**config.mk**
```make
export PLATFORM = sky130hd
export DESIGN_NAME = instr_encoder
export DESIGN_NICKNAME = d
export VERILOG_FILES = /design/src/rtl/instr_encoder.sv
export SDC_FILE = /design/constraint.sdc
export NUM_CORES = 1
export LEC_CHECK = 0
export BUFFER_PORTS_ARGS = -buffer_cell sky130_fd_sc_hd__buf_2
export CORE_UTILIZATION = 45
export CTS_CLUSTER_DIAMETER = 120
export DETAILED_ROUTE_END_ITERATION = 6
export GPL_TIMING_DRIVEN = 0
export PLACE_DENSITY = 0.73
export SYNTH_ARGS = -nofsm -noshare
export SYNTH_HDL_FRONTEND = slang
export SYNTH_SLANG_ARGS = --single-unit
```
**constraint.sdc**
```tcl
create_clock -name clock -period 2.35 [get_ports clock]
set_input_delay 0.5875 -clock clock [delete_from_list [all_inputs] [get_ports clock]]
set_output_delay 0.5875 -clock clock [all_outputs]
set_load 0.01 [all_outputs]
```
**src/rtl/instr_encoder.sv**
```systemverilog
// RISC-V instruction encoder: turns decoded instruction fields into 32-bit words
// and streams them into instruction memory at an auto-incrementing address.
module instr_encoder #(
  parameter int ADDRESS_BITS = 16
) (
  input  logic                    clock,
  input  logic                    reset,
  input  logic                    in_valid,
  output logic                    in_ready,
  input  logic [3:0]              in_class,
  input  logic [2:0]              in_funct3,
  input  logic                    in_alt,
  input  logic [4:0]              in_rd,
  input  logic [4:0]              in_rs1,
  input  logic [4:0]              in_rs2,
  input  logic [31:0]             in_imm,
  input  logic                    load_addr,
  input  logic [ADDRESS_BITS-1:0] start_addr,
  output logic                    mem_wEn,
  output logic [ADDRESS_BITS-1:0] mem_addr,
  output logic [31:0]             mem_wdata,
  output logic                    error,
  output logic [15:0]             word_count
);

  typedef enum logic [1:0] {IDLE, EMIT, EMIT2, ERR} state_e;

  typedef enum logic [3:0] {
    CLS_R      = 4'd0,
    CLS_IALU   = 4'd1,
    CLS_LOAD   = 4'd2,
    CLS_STORE  = 4'd3,
    CLS_BRANCH = 4'd4,
    CLS_JAL    = 4'd5,
    CLS_JALR   = 4'd6,
    CLS_LUI    = 4'd7,
    CLS_AUIPC  = 4'd8,
    CLS_LI     = 4'd9
  } class_e;

  localparam logic [6:0] OP_R      = 7'b0110011;
  localparam logic [6:0] OP_I      = 7'b0010011;
  localparam logic [6:0] OP_LOAD   = 7'b0000011;
  localparam logic [6:0] OP_STORE  = 7'b0100011;
  localparam logic [6:0] OP_BRANCH = 7'b1100011;
  localparam logic [6:0] OP_JAL    = 7'b1101111;
  localparam logic [6:0] OP_JALR   = 7'b1100111;
  localparam logic [6:0] OP_LUI    = 7'b0110111;
  localparam logic [6:0] OP_AUIPC  = 7'b0010111;

  state_e                  state, state_d;
  logic [31:0]             word0_q, word1_q;
  logic                    two_q;
  logic [31:0]             enc_word0, enc_word1;
  logic                    enc_two, enc_bad;
  logic                    accept, wr_en;
  logic [ADDRESS_BITS-1:0] counter;
  logic                    li_fits;
  logic [19:0]             li_hi;

  assign accept  = in_valid && in_ready;
  // A value fits a 12-bit signed immediate when bits [31:11] are a pure sign extension.
  assign li_fits = (in_imm[31:11] == '0) || (in_imm[31:11] == '1);
  // Rounding the upper part by imm[11] compensates for the sign-extended ADDI that follows.
  assign li_hi   = in_imm[31:12] + {19'd0, in_imm[11]};

  // NOTE: every signal driven in always_comb gets a default first so no latch is inferred.
  always_comb begin
    enc_word0 = '0;
    enc_word1 = '0;
    enc_two   = 1'b0;
    enc_bad   = 1'b0;
    case (class_e'(in_class))
      CLS_R:      enc_word0 = {1'b0, in_alt, 5'b0, in_rs2, in_rs1, in_funct3, in_rd, OP_R};
      CLS_IALU: begin
        if (in_funct3 == 3'b001 || in_funct3 == 3'b101)
          enc_word0 = {1'b0, in_alt, 5'b0, in_imm[4:0], in_rs1, in_funct3, in_rd, OP_I};
        else
          enc_word0 = {in_imm[11:0], in_rs1, in_funct3, in_rd, OP_I};
      end
      CLS_LOAD:   enc_word0 = {in_imm[11:0], in_rs1, in_funct3, in_rd, OP_LOAD};
      CLS_STORE:  enc_word0 = {in_imm[11:5], in_rs2, in_rs1, in_funct3, in_imm[4:0], OP_STORE};
      CLS_BRANCH: begin
        enc_word0 = {in_imm[12], in_imm[10:5], in_rs2, in_rs1, in_funct3,
                     in_imm[4:1], in_imm[11], OP_BRANCH};
        enc_bad   = in_imm[0];
      end
      CLS_JAL: begin
        enc_word0 = {in_imm[20], in_imm[10:1], in_imm[11], in_imm[19:12], in_rd, OP_JAL};
        enc_bad   = in_imm[0];
      end
      CLS_JALR:   enc_word0 = {in_imm[11:0], in_rs1, 3'b000, in_rd, OP_JALR};
      CLS_LUI:    enc_word0 = {in_imm[19:0], in_rd, OP_LUI};
      CLS_AUIPC:  enc_word0 = {in_imm[19:0], in_rd, OP_AUIPC};
      CLS_LI: begin
        if (li_fits) begin
          enc_word0 = {in_imm[11:0], 5'd0, 3'b000, in_rd, OP_I};
        end else begin
          enc_word0 = {li_hi, in_rd, OP_LUI};
          enc_word1 = {in_imm[11:0], in_rd, 3'b000, in_rd, OP_I};
          enc_two   = |in_imm[11:0];
        end
      end
      default:    enc_bad = 1'b1;
    endcase
  end

  always_comb begin
    state_d = state;
    case (state)
      IDLE:    if (accept) state_d = enc_bad ? ERR : EMIT;
      EMIT:    state_d = two_q ? EMIT2 : IDLE;
      EMIT2:   state_d = IDLE;
      ERR:     state_d = IDLE;
      default: state_d = IDLE;
    endcase
  end

  always_ff @(posedge clock or negedge reset) begin
    if (!reset) state <= IDLE;
    else        state <= state_d;
  end

  // NOTE: the captured words need no reset; they are only observed in EMIT/EMIT2,
  // which can only be reached through a fresh acceptance.
  always_ff @(posedge clock) begin
    if (accept) begin
      word0_q <= enc_word0;
      word1_q <= enc_word1;
      two_q   <= enc_two;
    end
  end

  always_ff @(posedge clock or negedge reset) begin
    if (!reset) begin
      counter    <= '0;
      word_count <= '0;
    end else begin
      if (load_addr)  counter <= start_addr;
      else if (wr_en) counter <= counter + ADDRESS_BITS'(4);
      if (wr_en) word_count <= word_count + 16'd1;
    end
  end

  always_comb begin
    in_ready  = (state == IDLE);
    wr_en     = (state == EMIT) || (state == EMIT2);
    error     = (state == ERR);
    mem_wEn   = wr_en;
    mem_addr  = wr_en ? counter : '0;
    mem_wdata = '0;
    if (state == EMIT)       mem_wdata = word0_q;
    else if (state == EMIT2) mem_wdata = word1_q;
  end

endmodule

```
==> results of run 1 <==
[cell usage after synthesis (2+ instances only)]
library cell / number / share of area
a22o_1: 19 / 0.033
nand2_1: 75 / 0.055
nor2_1: 20 / 0.015
dfrtp_1: 34 / 0.17
mux2i_1: 2 / 0.0039
a222oi_1: 12 / 0.024
a22oi_1: 5 / 0.0073
ha_1: 9 / 0.022
a221oi_1: 4 / 0.0069
or4_1: 2 / 0.0029
and2_1: 44 / 0.054
nand4_1: 10 / 0.012
nor3_1: 6 / 0.0059
clkbuf_1: 24 / 0.018
o211ai_1: 7 / 0.010
a31o_2: 2 / 0.0034
and3_1: 9 / 0.011
inv_1: 14 / 0.010
nand3_1: 22 / 0.022
xor2_1: 18 / 0.031
xnor2_1: 27 / 0.046
nor4_1: 8 / 0.0098
o22ai_1: 3 / 0.0037
a21oi_1: 10 / 0.0098
mux2_2: 3 / 0.0066
a221o_1: 7 / 0.014
a21o_1: 2 / 0.0029
buf_4: 2 / 0.0029
nor2b_1: 6 / 0.0073
buf_2: 4 / 0.0039
o21a_1: 2 / 0.0029
edfxtp_1: 50 / 0.29
and4_1: 6 / 0.010
o21ai_0: 44 / 0.043
[state kept, by name, indices dropped and copies added, names as in the netlist]
signal	flops
counter	16
state	2
two_q	1
word0_q	31
word1_q	18
word_count	16
[worst register-to-register path, cell delays in order, from the launching register on]
cell	delay (ps)
dfrtp_1	410
inv_2	120
ha_4	170
and2_2	910
[stage by stage]
| step | cells | setup TNS, ps | setup slack, ps | instance area [µm²] | util |
|---|---|---|---|---|---|
| 6_report | 825 | 0 | 72.28 | 6384 | 0.5838 |
| 5_1_grt | 825 | -20.32 | -15.32 | 6384 | 0.5838 |
| 4_1_cts | 824 | 0 | 5.614 | 6345 | 0.5802 |
| 3_5_place_dp | 807 | -12830 | -477.3 | 5966 | 0.5455 |
| 3_3_place_gp | 807 | -12600 | -413.5 | 5966 | 0.5455 |
| 2_1_floorplan | 531 | 0 | 40.27 | 5110 | - |
[where the power goes]
group          switching (mW)  internal, mW
clock                   0.606         0.840
combinational            1.41          1.04
sequential              0.201          1.98
[final cells by class]
cell class	instances	area, µm²	area share
plain buffers	29	165.2	0.02587
clock inverters	7	81.33	0.01274
well taps	140	175.2	0.02744
inverters	15	56.30	0.008820
multi-input cells	399	2603	0.4077
flip-flops and latches	84	2352	0.3685
clock buffers	9	225.2	0.03528
repair buffers	142	725.7	0.1137
[cells by family after synthesis]
family	Yosys count	synth area share
and+or+nand+nor	215	0.2180
xor gates and xnor gates	45	0.07715
DFF	84	0.4604
buffers and inverters	48	0.03943
muxes	5	0.01053
adders and majority gates	9	0.02204
AOI/OAI and AO/OA	125	0.1724
[final timing paths]
path	cells past startpoint	slack, ps	startpoint	to
worst max-delay path	6	70	state[1]	mem_wdata[1]
worst min-delay path	1	310	reset	word_count[1]
worst max register to register	3	310	state[1]	word1_q[20]
worst min register to register	1	470	word_count[15]	word_count[15]
max in group asynchronous	1	1570	reset	counter[13]
min in group clock	3	460	start_addr[14]	counter[14]
[what timing repair did]
item | 4_1_cts | 5_1_grt
setup buffers | 3 | 3
endpoints found under the setup margin | 48 | 51
pin swaps | 0 | 1
gates resized for setup | 21 | 9
[layer usage]
metal	global-route usage	part of all wire
met1	0.3291	0.44
met2	0.4109	0.47
met3	0.05546	0.073
met4	0.09170	0.018
met5	0	0
==> impl_metrics.ini, run 1 <==
[outcome]
outcome = complete, no violations

[floorplan]
die_h_um = 108.6
die_w_um = 108.6
num_rows = 38
start_util = 0.4672
dieArea_um2 = 11780
core_area_um2 = 10940
ios = 142

[pwr]
design_power_total_mw = 6.073
peakVddDrop_mv = 0.8051
p_per_area_nw_per_um2 = 951.4
p_leak_nw = 2.721

[clocking]
numCtsBuffers = 9
clock_latency_ps = 340
cts_hold_buf = 0
cts_tree = yes
clockBufferDepth = 2
cts-htree-levels = 3
clkTransAtPathRegs_ps = 70
cts.sinks = 84
ctsRootBufferMaster = clkbuf_16

[timing]
clock_skew_ps = 8.973
worst_pin_slew_ps = 1154
fin_crit_ps = 2278
max_slew_margin = 0.2305
finalCritPeriodShare = 0.9692
final_max_slew_viol_count = 0
whs_ps = 312.1
fmax_mhz = 439.0
hold_violations = 0
setup_viol = 0

[worst_setup_path]
crit_arrival_ps = 1690
end_kind = primary output
crit_type = flop to primary output
worstPathRequired_ps = 1760
worstSetupStartpointType = flop
crit_path_cell_trace = buf_4 -> ha_2 -> nor2b_4 -> a22o_1 -> buf_4 -> buf_2
crit_slowest_cell = dfrtp_1
cpMostUsedCell = buf_4
cp_num_buf_inv = 3
worst_path_largest_cell_delay_ps = 410
critPathTopFamily = buffers and inverters
critPathMaxFanout = 4

[final_layout]
area_growth_pct = 24.96
drive_gt1_frac = 0.2818
layout_common_cells = 140 x buf_2, 75 x nand2_1, 50 x edfxtp_1
layout_commonest_cell = buf_2
final.fill_count = 972
num_antenna_cells = 0
finalNetCount = 764

[synth]
synth_seq_cells = 84
synth_edf_count = 50
yosys_warnings = 0
netlist_area_um2 = 5109
ys_types = 53
syn_inst = 531
async_reset_ff_frac = 0.4048
synth_fp_nets = 615
syn_area_per_cell_um2 = 9.621
ys_seq_area_frac = 0.4604
synth-main-ff-cell = edfxtp_1

[route]
viasPerCell = 5.713
antenna_left = 0
avgRoutedWirePerCell_um = 17.49
vias = 4713
dr.pass1.iters = 6
dr.first_iter.drc_count = 453
drc = 0
wl_mm = 14.43

[grt]
grt_pass1_wl_mm = 22.86
grt_pass1_vias = 4605
gr-total-overflow = 0
grt_use_total = 0.2526
grt_start_max_net_pins = 51
antenna_found_initial = 0

[placed_design]
place.gp.congestion = 0.9321
numPortBuffers = 136
place.detailed.hpwl_mm = 11.09

[hold_path]
min_path_type = input port to asynchronous set/reset pin

[flow_run]
max_cap_viol_count = 0
No activity file was read; power rests on OpenSTA's default activity.
==> run 2, diff against run 1 <==
Settings changed: CORE_ASPECT_RATIO set to 1.2, SLEW_MARGIN set to 0.
==> impl_metrics.ini, run 2 (synthesis gave the netlist of run 1 again) <==
[outcome]
outcome = complete, but fails checks
violations = DRC

[final_layout]
layout_commonest_cell = buf_2
num_antenna_cells = 0
finalNonFillerCells = 817
finalNetCount = 764
layout_common_cells = 140 x buf_2, 75 x nand2_1, 50 x edfxtp_1
finalInstanceArea_um2 = 6376
regMostFlops = word0_q
largest_reg_flops = 31
area_growth_pct = 24.81
top_regs = word0_q x31, word1_q x18
drive_gt1_frac = 0.2803
final.fill_count = 978

[clocking]
clock_latency_ps = 330
ctsRootBufferMaster = clkbuf_16
clkTransAtPathRegs_ps = 60
cts-htree-levels = 3
cts.sinks = 84
cts_hold_buf = 0
numCtsBuffers = 9
clockBufferDepth = 2
cts_tree = yes

[route]
dr.first_iter.drc_count = 301
wl_mm = 14.94
avgRoutedWirePerCell_um = 18.29
vias = 4751
dr.pass1.iters = 7
antenna_left = 0
drc = 1
viasPerCell = 5.815

[worst_setup_path]
ff2ff_setup_slack_ps = 300
crit_arrival_ps = 2410
cp_num_buf_inv = 3
regToRegEndpoint = word_count[15]
rr_worst_depth = 8
critPathTopFamily = simple AND/OR/NAND/NOR gates
crit_path_cell_trace = buf_2 -> ha_1 -> and4_1 -> buf_4 -> and3_4 -> or2_4 -> buf_2 -> o21ai_0
worstSetupStartpointType = input port
worstPathRequired_ps = 2450
r2r_start = state[0]
critPathMaxFanout = 10
crit_type = input port to flop
worst_path_largest_cell_delay_ps = 370
cpMostUsedCell = buf_2
end_kind = flop
crit_slowest_cell = o21ai_0

[timing]
setup_viol = 0
clock_skew_ps = 5.754
fmax_mhz = 433.3
max_slew_margin = 0.2366
worst_pin_slew_ps = 1145
whs_ps = 326.6
fin_crit_ps = 2308
hold_violations = 0
rsz0062_at_grt = false
final_max_slew_viol_count = 0
fin_tns_setup_ps = 0
finalCritPeriodShare = 0.9820

[placed_design]
postPlaceCellArea_um2 = 5956
place.gp.congestion = 0.9695
numPortBuffers = 136
dp_cells = 799
place.detailed.hpwl_mm = 11.41

[floorplan]
num_rows = 42
ios = 142
die_w_um = 99.27
die_h_um = 118.7
dieArea_um2 = 11780
core_area_um2 = 11040
start_util = 0.4629

[grt]
grt_pass1_vias = 4722
antenna_found_initial = 0
grt_use_total = 0.2623
gr-total-overflow = 0
grt_start_max_net_pins = 51
grt_pass1_wl_mm = 23.96

[pwr]
p_per_area_nw_per_um2 = 942.0
peakVddDrop_mv = 0.4634
p_leak_nw = 2.717

[flow_run]
max_cap_viol_count = 0

[hold_path]
min_path_type = input port to asynchronous set/reset pin
-- run 2: changes by cell type in the layout (fill, tap and decap cells not counted), sizes merged --
cell / previous run / this run
inv: 19 / 15
clkinv: 1 / 4
clkbuf: 29 / 30
-- run 2: cell type report --
class	instances	area, µm²	area share
Tap cell	132	165.2	0.02590
Timing Repair Buffer	142	738.2	0.1158
Multi-Input combinational cell	399	2615	0.4101
Buffer	29	163.9	0.02571
Clock inverter	6	55.05	0.008634
Clock buffer	10	229.0	0.03591
Inverter	15	56.30	0.008830
Sequential cell	84	2354	0.3691
-- run 2: worst max path at each step --
stage	from	endpoint	slack [ps]	cells past startpoint
CTS	in_imm[16]	word0_q[30]	20	9
finish	in_imm[11]	word0_q[18]	40	8
detailed placement	in_imm[16]	word0_q[30]	-510	9
global placement	in_imm[16]	word0_q[29]	-510	9
global route	in_imm[16]	word0_q[30]	2	9
floorplan	in_imm[17]	word0_q[29]	40	9
-- run 2: routing by layer --
layer / GRT usage / vias up / share of wire
met1: 0.3280 / 2236 / 0.40
met2: 0.4436 / 242 / 0.50
met3: 0.04672 / 30 / 0.076
met4: 0.1094 / 0 / 0.024
li1: - / 2243 / -
met5: 0 / - / 0
-- run 2: stage by stage --
stage	utilization	setup WS, ps	power [mW]
2_1_floorplan	-	40.27	3.518
3_3_place_gp	0.5397	-513.2	4.379
3_5_place_dp	0.5397	-514.5	4.447
4_1_cts	0.5732	20.33	5.984
5_1_grt	0.5778	2.294	6.379
6_report	0.5778	42.30	6.006
-- run 2: worst reg2reg max path, cell delays in order, from the launching register on --
cell	delay (ps)
dfrtp_2	420
inv_2	80
ha_4	280
buf_4	150
nand3_1	120
nor3_1	360
and3_1	260
nand4_1	130
xnor2_1	140
-- run 2: power by group --
group / switching [mW] / total (mW) / internal [mW]
logic: 1.40 / 2.46 / 1.06
clock network: 0.550 / 1.36 / 0.812
registers: 0.204 / 2.18 / 1.98
total: 2.16 / 6.01 / 3.85
-- run 2: what timing repair did --
action	CTS	global route
endpoints found under the setup margin	63	32
endpoints found under the hold margin	0	0
gates resized for setup	28	5
pin swaps	2	1
buffers inserted	2	4
==> run 3, diff against run 2 <==
--- a/constraint.sdc
+++ b/constraint.sdc
@@ -3,2 +3,2 @@
 set_output_delay 0.5875 -clock clock [all_outputs]
-set_load 0.01 [all_outputs]
+set_load 0.005 [all_outputs]
==> impl_metrics.ini, run 3 (synthesis gave the netlist of run 1 again) <==
[outcome]
outcome = complete, no violations

[timing]
rsz0062_at_grt = true
whs_ps = 300.9
fmax_mhz = 434.9
max_slew_margin = 0.5080
fin_tns_setup_ps = 0
setup_viol = 0
clock_skew_ps = 6.117
worst_pin_slew_ps = 735.3
finalCritPeriodShare = 0.9785
fin_crit_ps = 2299
hold_violations = 0
final_max_slew_viol_count = 0

[worst_setup_path]
cpMostUsedCell = buf_2
ff2ff_setup_slack_ps = 380
crit_slowest_cell = a221o_1
end_kind = flop
crit_type = input port to flop
worst_path_largest_cell_delay_ps = 350
worstPathRequired_ps = 2420
crit_arrival_ps = 2370
worstSetupStartpointType = input port
crit_path_cell_trace = buf_2 -> buf_2 -> nor4_1 -> nand3_1 -> o21ai_4 -> or2_4 -> inv_2 -> buf_6 -> a221o_1
critPathMaxFanout = 10

[flow_run]
max_cap_viol_count = 0

[final_layout]
layout_commonest_cell = buf_2
finalNonFillerCells = 816
finalNetCount = 763
layout_common_cells = 140 x buf_2, 75 x nand2_1, 50 x edfxtp_1
finalInstanceArea_um2 = 6379
largest_reg_flops = 31
area_growth_pct = 24.86
regMostFlops = word0_q
drive_gt1_frac = 0.2822
top_regs = word0_q x31, word1_q x18
ff_latch_area_um2 = 2354
multiInputGateArea_um2 = 2599
final.fill_count = 992
num_antenna_cells = 0

[route]
dr.first_iter.drc_count = 347
vias = 4788
wl_mm = 14.65
dr.pass1.iters = 7
avgRoutedWirePerCell_um = 17.95
drc = 0
antenna_left = 0
viasPerCell = 5.868

[clocking]
clockBufferDepth = 2
cts_tree = yes
cts_hold_buf = 0
ctsRootBufferMaster = clkbuf_16
clkTransAtPathRegs_ps = 60
cts-htree-levels = 3
numCtsBuffers = 9
cts.sinks = 84
clock_latency_ps = 340

[grt]
grt_start_max_net_pins = 35
grt_pass1_wl_mm = 22.51
grt_pass1_vias = 4516
antenna_found_initial = 0
grt_use_total = 0.2501
gr-total-overflow = 0

[floorplan]
die_w_um = 99.27
dieArea_um2 = 11780
start_util = 0.4629
die_h_um = 118.7
ios = 142
core_area_um2 = 11040
num_rows = 42

[pwr]
design_power_total_mw = 5.841
peakVddDrop_mv = 0.4709
p_per_area_nw_per_um2 = 915.7
p_leak_nw = 2.722

[placed_design]
dp_cells = 800
postPlaceCellArea_um2 = 5983
numPortBuffers = 136
place.gp.congestion = 0.9484
place.detailed.hpwl_mm = 11.22

[hold_path]
min_path_type = input port to asynchronous set/reset pin
## run 3: worst paths after layout
kind	startpoint	endpoint	cells past startpoint
max in group asynchronous	reset	state[0]	1
hold reg to reg	word_count[15]	word_count[15]	1
hold / removal	reset	word_count[12]	1
min in group clock	start_addr[14]	counter[14]	3
setup / recovery	in_imm[16]	word0_q[30]	9
setup reg to reg	state[0]	word_count[15]	8
## run 3: per-layer routing
metal | part of all wire | GRT usage
met1 | 0.40 | 0.3085
met2 | 0.47 | 0.4023
met3 | 0.094 | 0.05973
met4 | 0.035 | 0.1342
met5 | 0 | 0
## run 3: area by class of cell
| type | instances | area share |
|---|---|---|
| Buffer | 30 | 0.02648 |
| Clock buffer | 9 | 0.03531 |
| Clock inverter | 7 | 0.01216 |
| Inverter | 15 | 0.009219 |
| Multi-Input combinational cell | 399 | 0.4074 |
| Sequential cell | 84 | 0.3690 |
| Tap cell | 132 | 0.02589 |
| Timing Repair Buffer | 140 | 0.1146 |
## run 3: what timing repair did
| action | 4_1_cts | 5_1_grt |
|---|---|---|
| setup buffers | 3 | 0 |
| resized for setup | 23 | 7 |
| pin swaps | 1 | 1 |
| endpoints found under the setup margin | 51 | 38 |
## run 3: through the flow
stage / util / setup WS [ps]
final: 0.5780 / 50.53
after global routing: 0.5780 / -9.936
after CTS: 0.5776 / 1.717
after detailed placement: 0.5422 / -410.1
after global placement: 0.5396 / -449.2
after floorplan: - / 25.00
## run 3: worst max-delay path: cells and delay by family
family,cells,cell delay [ps]
AND/OR/NAND/NOR,3,730
buffers and inverters,4,470
AO/OA/AOI/OAI,2,580
## run 3: report_power, final
group          switching (mW)  leakage [nW]  internal [mW]
Sequential              0.209         0.912           1.97
Combinational            1.21          1.66           1.05
Clock                   0.574         0.146          0.827
Total                    1.99          2.72           3.85
